### src/rtl/alu_operand_loader.sv
// Sequential operand loader for the 4-bit ALU board: debounced single key captures A, B, opcode,
// strobes op_valid for one cycle and latches the ALU result. Optional build macro: RESULT_CHAIN_EN.
module alu_operand_loader #(
  parameter int BIT        = 4,
  parameter int OPCODE     = 4,
  parameter int DEB_CYCLES = 250000
) (
  input  logic              CLOCK_50,
  input  logic              rst,
  input  logic [BIT-1:0]    din,
  input  logic              key_n,
  input  logic [BIT-1:0]    c,
  input  logic              flag,
  output logic [BIT-1:0]    a,
  output logic [BIT-1:0]    b,
  output logic [OPCODE-1:0] op,
  output logic              op_valid,
  output logic [BIT-1:0]    res,
  output logic              res_flag,
  output logic [2:0]        state
);

  localparam int CNT_W = (DEB_CYCLES > 1) ? $clog2(DEB_CYCLES) : 1;
  localparam logic [CNT_W-1:0] CNT_MAX = CNT_W'(DEB_CYCLES - 1);

  typedef enum logic [2:0] {
    S_A    = 3'd0,
    S_B    = 3'd1,
    S_OP   = 3'd2,
    S_EXEC = 3'd3,
    S_SHOW = 3'd4
  } state_e;

  logic             sync1_q, sync2_q;
  logic             deb_q, deb_prev_q;
  logic [CNT_W-1:0] cnt_q;
  logic             press;

  state_e      state_q, state_next;
  logic        load_a, load_b, load_op, load_res, a_from_res;
  logic [BIT-1:0]    a_q, b_q, res_q;
  logic [OPCODE-1:0] op_q;
  logic        res_flag_q, op_valid_q;

  // Key path: two-flop synchronizer, then a level that only moves after the
  // synchronized key has disagreed with it for DEB_CYCLES consecutive cycles.
  always_ff @(posedge CLOCK_50) begin
    if (rst) begin
      sync1_q    <= 1'b1;
      sync2_q    <= 1'b1;
      deb_q      <= 1'b1;
      deb_prev_q <= 1'b1;
      cnt_q      <= '0;
    end else begin
      // NOTE: non-blocking assignments keep every flop sampling pre-edge values,
      // which is what makes sync1 -> sync2 a real two-stage shift.
      sync1_q    <= key_n;
      sync2_q    <= sync1_q;
      deb_prev_q <= deb_q;
      if (sync2_q == deb_q) begin
        cnt_q <= '0;
      end else if (cnt_q == CNT_MAX) begin
        deb_q <= sync2_q;
        cnt_q <= '0;
      end else begin
        cnt_q <= cnt_q + 1'b1;
      end
    end
  end

  // Falling edge of the debounced level only; release is silent.
  assign press = deb_prev_q & ~deb_q;

  always_comb begin
    // NOTE: every output of this block gets a default first so no path leaves
    // a variable unassigned, which would otherwise infer a latch.
    state_next = state_q;
    load_a     = 1'b0;
    load_b     = 1'b0;
    load_op    = 1'b0;
    load_res   = 1'b0;
    a_from_res = 1'b0;
    case (state_q)
      S_A: if (press) begin
        load_a     = 1'b1;
        state_next = S_B;
      end
      S_B: if (press) begin
        load_b     = 1'b1;
        state_next = S_OP;
      end
      S_OP: if (press) begin
        load_op    = 1'b1;
        state_next = S_EXEC;
      end
      // Single-cycle state: a press landing here is deliberately dropped.
      S_EXEC: begin
        load_res   = 1'b1;
        state_next = S_SHOW;
      end
      S_SHOW: if (press) begin
`ifdef RESULT_CHAIN_EN
        load_a     = 1'b1;
        a_from_res = 1'b1;
        state_next = S_B;
`else
        state_next = S_A;
`endif
      end
      default: state_next = S_A;
    endcase
  end

  always_ff @(posedge CLOCK_50) begin
    if (rst) begin
      state_q    <= S_A;
      op_valid_q <= 1'b0;
      a_q        <= '0;
      b_q        <= '0;
      op_q       <= '0;
      res_q      <= '0;
      res_flag_q <= 1'b0;
    end else begin
      state_q    <= state_next;
      op_valid_q <= (state_next == S_EXEC);
      if (load_a)   a_q  <= a_from_res ? res_q : din;
      if (load_b)   b_q  <= din;
      if (load_op)  op_q <= din[OPCODE-1:0];
      if (load_res) begin
        res_q      <= c;
        res_flag_q <= flag;
      end
    end
  end

  assign a        = a_q;
  assign b        = b_q;
  assign op       = op_q;
  assign op_valid = op_valid_q;
  assign res      = res_q;
  assign res_flag = res_flag_q;
  assign state    = state_q;

endmodule

### config.mk
export PLATFORM = sky130hd
export DESIGN_NAME = alu_operand_loader
export DESIGN_NICKNAME = d
export VERILOG_FILES = /design/src/rtl/alu_operand_loader.sv
export SDC_FILE = /design/constraint.sdc
export NUM_CORES = 1
export LEC_CHECK = 0
export ABC_AREA = 1
export BUFFER_PORTS_ARGS = -buffer_cell sky130_fd_sc_hd__buf_2
export CORE_MARGIN = 3
export CORE_UTILIZATION = 40
export CTS_BUF_LIST = sky130_fd_sc_hd__clkbuf_4
export CTS_CLUSTER_SIZE = 16
export DETAILED_ROUTE_END_ITERATION = 10
export PLACE_DENSITY_LB_ADDON = 0.25
export SYNTH_ARGS = -nofsm -noshare
export SYNTH_HDL_FRONTEND = slang
export SYNTH_SLANG_ARGS = --single-unit
### constraint.sdc
create_clock -name CLOCK_50 -period 1.7 [get_ports CLOCK_50]
set_input_delay 0.17 -clock CLOCK_50 [delete_from_list [all_inputs] [get_ports CLOCK_50]]
set_output_delay 0.17 -clock CLOCK_50 [all_outputs]
set_load 0.01 [all_outputs]
==> results of run 1 <==
==> layout make-up <==
type	instances	area share [%]
Clock buffer	5	1.797
Clock inverter	3	1.857
Inverter	25	4.494
Multi-Input combinational cell	174	39.13
Sequential cell	43	41.22
Tap cell	50	2.996
Timing Repair Buffer	34	8.508
==> cells by family after synthesis <==
family / synth area share [%]
AND/OR/NAND/NOR: 31.30
flip-flops: 48.18
AO/OA/AOI/OAI: 10.78
buffers and inverters: 6.092
XOR/XNOR: 2.941
adder cells (fa/ha/maj): 0.7002
==> per-stage QoR <==
step	total power (W)	hold WS, ns	instances
finish	0.001674	0.06778	334
global route	0.001749	0.05679	334
CTS	0.001703	0.05464	334
detailed placement	0.001072	0.3572	325
global placement	0.001071	0.3541	325
floorplan	0.001052	0.2391	244
==> registers in the layout, summed over array words and instances (netlist names) <==
signal      count
state           3
b               4
res             4
deb_prev_q      1
deb_q           1
sync1_q         1
a               4
op              4
op_valid        1
res_flag        1
cnt_q          18
sync2_q         1
==> where the power goes <==
group | switching, W | internal [W] | total [W]
sequential | 0.00000136 | 0.00101 | 0.00101
combinational | 0.0000218 | 0.0000172 | 0.0000389
clock | 0.000320 | 0.000303 | 0.000623
total | 0.000344 | 0.00133 | 0.00167
==> cell usage after synthesis (all sizes together) <==
master	number	share of area [%]
or2	4	1.4
ha	1	0.70
xor2	6	2.9
nand4	2	0.70
buf	1	0.63
o21bai	1	1.1
a21oi	12	3.6
nand2	41	8.8
nor2	70	16
nor3	3	0.84
nand3	12	4.1
dfxtp	43	48
clkbuf	1	0.21
o21ai	22	6.2
inv	25	5.3
==> timing repair <==
item	in CTS	in global routing
hold buffers	1	0
hold endpoints to repair	1	0
endpoints found under the setup margin	0	0
==> metal layers <==
layer	global-route usage [%]	wire (um)
met1	20.52	1743
met2	23.75	1536
met3	4.683	190
met4	5.943	55
met5	0	0
==> path summary, 6_finish.rpt <==
kind / endpoint / slack [ns] / cells past startpoint
setup / recovery: cnt_q[4] / 0.22 / 6
hold / removal: state[2] / 0.07 / 2
setup reg to reg: cnt_q[4] / 0.22 / 6
hold reg to reg: sync2_q / 0.43 / 1
==> critical path, stage by stage (launching register included) <==
cell	delay (ns)
dfxtp_1	0.37
ha_1	0.17
nand2_1	0.10
nor2_4	0.16
nand3_4	0.11
o21bai_4	0.36
a21oi_1	0.08
==> run_results.csv, run 1 <==
group,metric,value,unit
status,status,"finished clean",
cells_and_area,fillers,426,
routing,route.detailed.drc,0,
cells_and_area,layout_commonest_cell,"nor2_1",
routing,wl_per_cell,10.56,um
timing,setup_ws,0.2151,ns
yosys,seq_area_frac_synth,48.18,%
yosys,ys_types,21,
placement,gp_congestion,0.7767,
timing,rsz0062_at_grt,"false",
routing,vias_per_cell,4.644,
floorplanning,dieArea,5305,um^2
clock_network,path_clk_slew,0.12,ns
yosys,synth_nets,257,
pwr,ir_drop,0.4471,mV
worst_setup_path,worst_setup_path_end_kind,"flop",
placement,place_area,2002,um^2
cells_and_area,fin_area,2088,um^2
routing,firstDrtPassIters,4,
placement,dp_slack,0.2015,ns
cells_and_area,antennaDiodeCount,0,
timing,period_needed,1.485,ns
timing,tns,0,ns
pwr,p_leak,0.8433,nW
hold_path,min_path_type,"in -> reg",
yosys,synthCells,244,
cells_and_area,finish.utilization,50.39,%
global_routing,grt_start_max_net_pins,20,
yosys,syn_area_per_cell,7.323,um^2
yosys,ys_ff_latch,43,
clock_network,post_cts_buffers,0,
cells_and_area,final_cell_mix,"nor2_1 (68), dfxtp_1 (43), nand2_1 (40), buf_2 (32), inv_1 (24)",
global_routing,antenna_found_initial,0,
global_routing,gr-total-overflow,0,
floorplanning,rows,23,
timing,hold_viol,0,
worst_setup_path,cp_data_required_time,1.92,ns
routing,drtAntennaViolNets,0,
timing,setup_violations,0,
worst_setup_path,worstSetupStartpoint,"cnt_q[0]",
clock_network,cts.repair.resized,0,
yosys,ys_warn_count,0,
hold_path,hold_path_startpoint,"rst",
cells_and_area,final_net_count,296,
routing,routed_wl,3526,um
cells_and_area,final_layout_size_suffix_gt1_share,17.25,%
cells_and_area,seq_area,860.8,um^2
global_routing,grtUsageTotal,15.51,%
worst_setup_path,startpoint_type,"flop",
clock_network,htreeDepth,2,
floorplanning,core_area,4144,um^2
worst_setup_path,criticalPathCategory,"reg -> reg",
global_routing,grt_pass1_vias,1502,
timing,tightest_slew,0.4278,ns
yosys,syn_area,1787,um^2
clock_network,numCtsBuffers,5,
clock_network,cts_tree,"done",
placement,dp.final_hpwl,2640,um
timing,slew_headroom,71.45,%
timing,fmax,0.6734,GHz
clock_network,clk_latency,0.35,ns
timing,clock_skew,0.01077,ns
run,maxCapViolCount,0,
timing,final_max_slew_viol_count,0,
floorplanning,chipWidth,72.84,um
global_routing,grt_pass1_wl,6527,um
pwr,cellPowerDensity,801.4,nW/um^2
floorplanning,die_h,72.84,um
worst_setup_path,crit_path_max_fanout,16,
clock_network,cts_max_path_buffers,2,
cells_and_area,area_growth,16.88,%
clock_network,clock_sinks,43,
clock_network,cts-root-buf,"clkbuf_4",
worst_setup_path,cp.arrival,1.70,ns
routing,vias,1551,
placement,port_buffers,32,
timing,finalCritPeriodShare,87.35,%
cells_and_area,multiInputGateArea,817.0,um^2
floorplanning,start_util,43.12,%
worst_setup_path,rr_startpoint,"cnt_q[0]",
routing,drtIter0Drc,40,
floorplanning,ioPinCount,33,
Power figures use the tool's default switching activity.
==> run 2, diff against run 1 <==
--- a/config.mk
+++ b/config.mk
@@ -5,13 +5,13 @@
 export SDC_FILE = /design/constraint.sdc
 export NUM_CORES = 1
 export LEC_CHECK = 0
-export ABC_AREA = 1
 export BUFFER_PORTS_ARGS = -buffer_cell sky130_fd_sc_hd__buf_2
 export CORE_MARGIN = 3
 export CORE_UTILIZATION = 40
 export CTS_BUF_LIST = sky130_fd_sc_hd__clkbuf_4
 export CTS_CLUSTER_SIZE = 16
 export DETAILED_ROUTE_END_ITERATION = 10
+export GPL_TIMING_DRIVEN = 0
 export PLACE_DENSITY_LB_ADDON = 0.25
 export SYNTH_ARGS = -nofsm -noshare
 export SYNTH_HDL_FRONTEND = slang
==> run 2 against run 1 <==
Compared with the run above: the run now ends with negative setup slack left; clock power down 23%; setup slack got worse by 0.49 ns; worst hold slack got worse by 0.034 ns; critical path type unchanged; core utilization grew 0.92 points; sequential power barely moved; flip-flop and latch count stayed put; synthesized cell count is 22% lower; cell area fell by 0.30%; first-iteration DRC count increased by 93%; clock skew decreased by 0.0047 ns; highest routed layer unchanged.
==> run_results.csv, run 2 <==
group,metric,value,unit
yosys,yosysTopAreaCellShare,50.44,%
routing,wl_per_cell,12.10,um
timing,fmax,0.5055,GHz
timing,period_needed,1.978,ns
floorplanning,die_h,71.32,um
pwr,p_leak,0.8095,nW
clock_network,cts_tree,"done",
worst_setup_path,cp_data_required_time,1.96,ns
clock_network,htreeDepth,2,
routing,vias_per_cell,5.014,
floorplanning,ioPinCount,33,
yosys,ys_warn_count,0,
global_routing,gr-total-overflow,0,
pwr,switchingPower,0.0003522,W
clock_network,numCtsBuffers,5,
timing,hold_viol,0,
yosys,syn_area_per_cell,8.935,um^2
pwr,cellPowerDensity,736.6,nW/um^2
worst_setup_path,cp.arrival,2.24,ns
cells_and_area,final_cell_mix,"dfxtp_1 (38), buf_2 (31), nand2_1 (20), nand3_1 (18), a21oi_1 (14)",
floorplanning,chipWidth,71.32,um
worst_setup_path,crit_path_max_fanout,3,
yosys,synthArstFlopShare,0,%
cells_and_area,top_register,"cnt_q",
yosys,synth_common_cells,"dfxtp_1 (43), nor2_1 (24), nand2_1 (20)",
timing,tns,-3.873,ns
cells_and_area,antennaDiodeCount,0,
yosys,seq_area_frac_synth,50.44,%
floorplanning,dieArea,5087,um^2
run,maxCapViolCount,0,
timing,finalCritPeriodShare,116.4,%
worst_setup_path,worstSetupStartpoint,"cnt_q[11]",
cells_and_area,final_layout_size_suffix_gt1_share,30.47,%
routing,routed_wl,3425,um
cells_and_area,largest_reg_flops,18,
clock_network,cts_max_path_buffers,2,
hold_path,hold_path_startpoint,"flag",
pwr,seq_power_share,66.0,%
yosys,synth_area_leaders,"dfxtp_1 (50%), a21oi_1 (5.3%), nand3_1 (5.3%)",
pwr,clkPwrFrac,31.2,%
global_routing,grtUsageTotal,14.31,%
timing,setup_ws,-0.2782,ns
timing,tightest_slew,0.4697,ns
placement,gp_congestion,0.7751,
global_routing,grt_pass1_vias,1336,
clock_network,clk_latency,0.35,ns
global_routing,grt_start_max_net_pins,14,
hold_path,min_path_type,"in -> reg",
status,status,"complete, but fails checks",
timing,clock_skew,0.006097,ns
timing,setup_violations,19,
cells_and_area,final_net_count,245,
floorplanning,rows,23,
global_routing,antenna_found_initial,0,
timing,rsz0062_at_grt,"true",
worst_setup_path,startpoint_type,"flop",
status,violations,"negative setup slack",
yosys,yosysMostFrequentCell,"dfxtp_1",
pwr,netSwitchingFraction,22.96,%
yosys,ys.flop_type,"dfxtp_1",
pwr,p_int,0.001182,W
yosys,syn_area,1707,um^2
clock_network,path_clk_slew,0.12,ns
cells_and_area,area_growth,21.99,%
pwr,pwr-share-comb,2.8,%
worst_setup_path,rr_startpoint,"cnt_q[11]",
worst_setup_path,criticalPathCategory,"reg -> reg",
worst_setup_path,worst_setup_path_end_kind,"flop",
routing,drtAntennaViolNets,0,
timing,final_max_slew_viol_count,0,
routing,route.detailed.drc,0,
yosys,synthCells,191,
floorplanning,start_util,42.06,%
placement,port_buffers,31,
global_routing,grt_pass1_wl,5830,um
routing,vias,1419,
yosys,ys_types,32,
cells_and_area,finish.utilization,51.31,%
clock_network,clock_sinks,43,
routing,drtIter0Drc,77,
clock_network,cts-root-buf,"clkbuf_4",
yosys,yosysTopAreaCell,"dfxtp_1",
yosys,ys_ff_latch,43,
placement,dp.final_hpwl,2363,um
timing,slew_headroom,68.69,%
cells_and_area,layout_commonest_cell,"dfxtp_1",
routing,firstDrtPassIters,4,
yosys,synth_nets,204,
floorplanning,core_area,4058,um^2
yosys,synth_edf_count,0,
pwr,ir_drop,0.4951,mV
==> run 2: critical path: stages (launching register included) <==
cell     delay (ns)
dfxtp_2        0.34
or4_4          0.51
or4_4          0.52
or4_1          0.41
o21a_1         0.11
==> run 2: final cells by class <==
type | instances | area, um^2
clock buffer | 5 | 37.54
inverter | 3 | 11.26
timing repair buffer | 37 | 214.0
buffer | 6 | 30.03
multi-input combinational | 136 | 844.6
fill | 403 | 1976
tap | 50 | 62.56
clock inverter | 3 | 15.01
sequential | 43 | 867.1
==> run 2: path summary, 6_finish.rpt <==
kind / to / depth (start not counted) / slack [ns]
min: res_flag / 3 / 0.03
max reg2reg: deb_q / 4 / -0.28
max: deb_q / 4 / -0.28
min reg2reg: sync2_q / 1 / 0.42
==> run 2: power by group through the flow <==
stage / clock (W) / combinational (W) / sequential [W]
after floorplan: 0 / 0.0000164 / 0.00103
after CTS: 0.000500 / 0.0000418 / 0.00101
after global routing: 0.000538 / 0.0000475 / 0.00101
after global placement: 0 / 0.0000350 / 0.00103
after detailed placement: 0 / 0.0000352 / 0.00103
final: 0.000479 / 0.0000433 / 0.00101
==> run 2: cells by family (layout without fill, tap and decap cells) <==
kind of cell               count (synthesis)  count (layout)  share of synthesized area [%]
buffers and inverters                     12              54                          3.299
adders and majority gates                  1               1                         0.7330
and+or+nand+nor                           92              92                          27.27
xor gates and xnor gates                  13              13                          6.672
muxes                                      5               5                          2.933
AOI/OAI and AO/OA                         25              25                          8.652
DFF                                       43              43                          50.44
==> run 2: repair_timing <==
item / in CTS / in global routing
hold endpoints to repair: 1 / 0
pin swaps: 10 / 1
gates resized for setup: 13 / 14
setup buffers: 4 / 0
setup endpoints to repair: 19 / 31
cloned: 1 / 0
hold buffers: 1 / 0
==> run 2: stage by stage <==
step                      std cells  area (um^2)  total power, W  setup WS [ns]  hold slack (ns)
after floorplan                 191         1710        0.001050        -0.2324           0.2738
after global placement          272         1928        0.001069        -0.3030           0.3581
after detailed placement        272         1928        0.001070        -0.3060           0.3541
after CTS                       284         2048        0.001554        -0.2794          0.02609
after global routing            283         2082        0.001598        -0.3323          0.02389
final                           283         2082        0.001534        -0.2782          0.03389
==> run 2: layer usage <==
metal / GRT usage [%] / share of wire [%] / up-vias
met5: 0 / 0 / -
met4: 6.889 / 2.1 / 0
met3: 3.647 / 4.7 / 6
met2: 23.88 / 47 / 29
met1: 17.11 / 46 / 642
li1: - / - / 742
==> run 3, diff against run 2 <==
--- a/config.mk
+++ b/config.mk
@@ -5,14 +5,16 @@
 export SDC_FILE = /design/constraint.sdc
 export NUM_CORES = 1
 export LEC_CHECK = 0
-export BUFFER_PORTS_ARGS = -buffer_cell sky130_fd_sc_hd__buf_2
 export CORE_MARGIN = 3
 export CORE_UTILIZATION = 40
 export CTS_BUF_LIST = sky130_fd_sc_hd__clkbuf_4
 export CTS_CLUSTER_SIZE = 16
 export DETAILED_ROUTE_END_ITERATION = 10
+export DONT_BUFFER_PORTS = 1
 export GPL_TIMING_DRIVEN = 0
+export MAX_ROUTING_LAYER = met4
 export PLACE_DENSITY_LB_ADDON = 0.25
+export SKIP_CTS_REPAIR_TIMING = 1
 export SYNTH_ARGS = -nofsm -noshare
 export SYNTH_HDL_FRONTEND = slang
 export SYNTH_SLANG_ARGS = --single-unit
==> run 3 against run 2 <==
Compared with the run above: the flow finishes with violations (negative hold slack, negative setup slack); worst hold slack got worse by 0.067 ns; clock-buffer cell count did not move; non-clock buffer count fell by 22; final cell count shrank 7.8%; power increased by 10%; critical path type unchanged.
==> run_results.csv, run 3 (synthesized netlist as in run 2, its figures left out) <==
group,metric,value,unit
worst_setup_path,startpoint_type,"flop",
clock_network,clk_latency,0.35,ns
status,violations,"negative hold slack, negative setup slack",
pwr,ir_drop,0.3566,mV
clock_network,cts_tree,"done",
hold_path,min_path_cells,2,
timing,slew_headroom,71.28,%
floorplanning,rows,23,
cells_and_area,final_cell_mix,"dfxtp_1 (38), nand2_1 (20), nand3_1 (18), nor2_1 (17), a21oi_1 (14)",
routing,vias_per_cell,5.349,
floorplanning,core_area,4058,um^2
timing,clock_skew,0.01349,ns
worst_setup_path,reg2reg_depth,5,
global_routing,antenna_found_initial,0,
worst_setup_path,criticalPathCategory,"reg -> reg",
clock_network,path_clk_slew,0.12,ns
placement,place_inst,241,
floorplanning,start_util,42.06,%
run,maxCapViolCount,0,
cells_and_area,seq_area,867.1,um^2
timing,finalCritPeriodShare,116.2,%
placement,dp.final_hpwl,2498,um
floorplanning,die_h,71.32,um
cells_and_area,area_growth,18.69,%
routing,wl_per_cell,13.55,um
clock_network,cts-root-buf,"clkbuf_4",
placement,place_area,1773,um^2
timing,rsz0062_at_grt,"true",
cells_and_area,fillers,392,
worst_setup_path,cp.arrival,2.22,ns
cells_and_area,top_register,"cnt_q",
routing,vias,1396,
clock_network,clock_sinks,43,
cells_and_area,multiInputGateArea,832.0,um^2
timing,period_needed,1.976,ns
timing,setup_ws,-0.2757,ns
worst_setup_path,cpPeakStageDelay,0.52,ns
global_routing,grtUsageTotal,13.89,%
worst_setup_path,cp_data_required_time,1.95,ns
clock_network,cts_max_path_buffers,2,
cells_and_area,fin_cells,261,
status,status,"complete, but fails checks",
global_routing,gr-total-overflow,0,
pwr,p_leak,0.7057,nW
routing,drtAntennaViolNets,0,
worst_setup_path,worst_setup_path_end_kind,"flop",
routing,drtIter0Drc,65,
placement,port_buffers,0,
cells_and_area,layout_commonest_cell,"dfxtp_1",
floorplanning,chipWidth,71.32,um
cells_and_area,fin_area,2026,um^2
worst_setup_path,crit_path_cell_trace,"or4_1 > or4_4 > o21ai_4 > buf_6 > nor2_1",
floorplanning,dieArea,5087,um^2
timing,hold_viol,1,
worst_setup_path,cp_slowest_cell,"or4_4",
pwr,cellPowerDensity,833.4,nW/um^2
worst_setup_path,rrSetupSlack,-0.28,ns
routing,routed_wl,3537,um
floorplanning,ioPinCount,33,
global_routing,grt_pass1_vias,1329,
cells_and_area,final_net_count,223,
worst_setup_path,crit_path_max_fanout,6,
routing,firstDrtPassIters,5,
pwr,design_power_total,0.001688,W
cells_and_area,largest_reg_flops,18,
timing,setup_violations,19,
cells_and_area,antennaDiodeCount,0,
timing,final_max_slew_viol_count,0,
clock_network,numCtsBuffers,5,
global_routing,grt_start_max_net_pins,14,
timing,worst_hold_slack,-0.03335,ns
global_routing,grt_pass1_wl,5602,um
hold_path,min_path_type,"in -> reg",
timing,fmax,0.5061,GHz
timing,tightest_slew,0.4307,ns
clock_network,htreeDepth,2,
placement,gp_congestion,0.8462,
routing,route.detailed.drc,0,
cells_and_area,final_layout_size_suffix_gt1_share,17.06,%
==> run 3: path summary, 6_finish.rpt <==
| path | start | endpoint |
|---|---|---|
| setup reg to reg | cnt_q[13] | cnt_q[10] |
| setup / recovery | cnt_q[13] | cnt_q[10] |
| hold reg to reg | sync1_q | sync2_q |
| hold / removal | c[0] | res[0] |
==> run 3: where the power goes <==
group	switching, W	internal (W)
combinational	0.0000236	0.0000246
clock	0.000326	0.000303
sequential	0.00000148	0.00101
==> run 3: worst max-delay path, delay by kind of cell (launching register included) <==
kind | cells | cell delay (ns)
AO/OA/AOI/OAI | 1 | 0.28
AND/OR/NAND/NOR | 3 | 1.08
flip-flops | 1 | 0.34
buffers and inverters | 1 | 0.18
==> run 3: cell type report <==
cell class,instances,share of cell area [%]
flip-flops and latches,43,42.80
multi-input cells,136,41.07
repair buffers,15,7.227
well taps,50,3.088
clock inverters,3,1.915
clock buffers,5,1.853
plain buffers,6,1.482
inverters,3,0.5559
==> run 3: stage by stage <==
stage	hold WS, ns	setup WS (ns)	util [%]	setup TNS, ns
detailed placement	0.2790	-0.3067	43.69	-4.482
floorplan	0.2738	-0.2324	-	-1.857
global route	0.004126	-0.3462	49.92	-5.759
finish	-0.03335	-0.2757	49.92	-4.595
global placement	0.2772	-0.2849	43.69	-4.055
CTS	-0.09939	-0.3240	45.58	-4.825
==> run 3: layer usage <==
metal / wire, um / vias up / global-route usage (%) / part of all wire (%)
li1: - / 699 / - / -
met1: 1464 / 658 / 13.78 / 41
met2: 1826 / 33 / 24.59 / 52
met3: 196 / 6 / 4.488 / 5.5
met4: 50 / 0 / 6.263 / 1.4
met5: 0 / - / - / 0
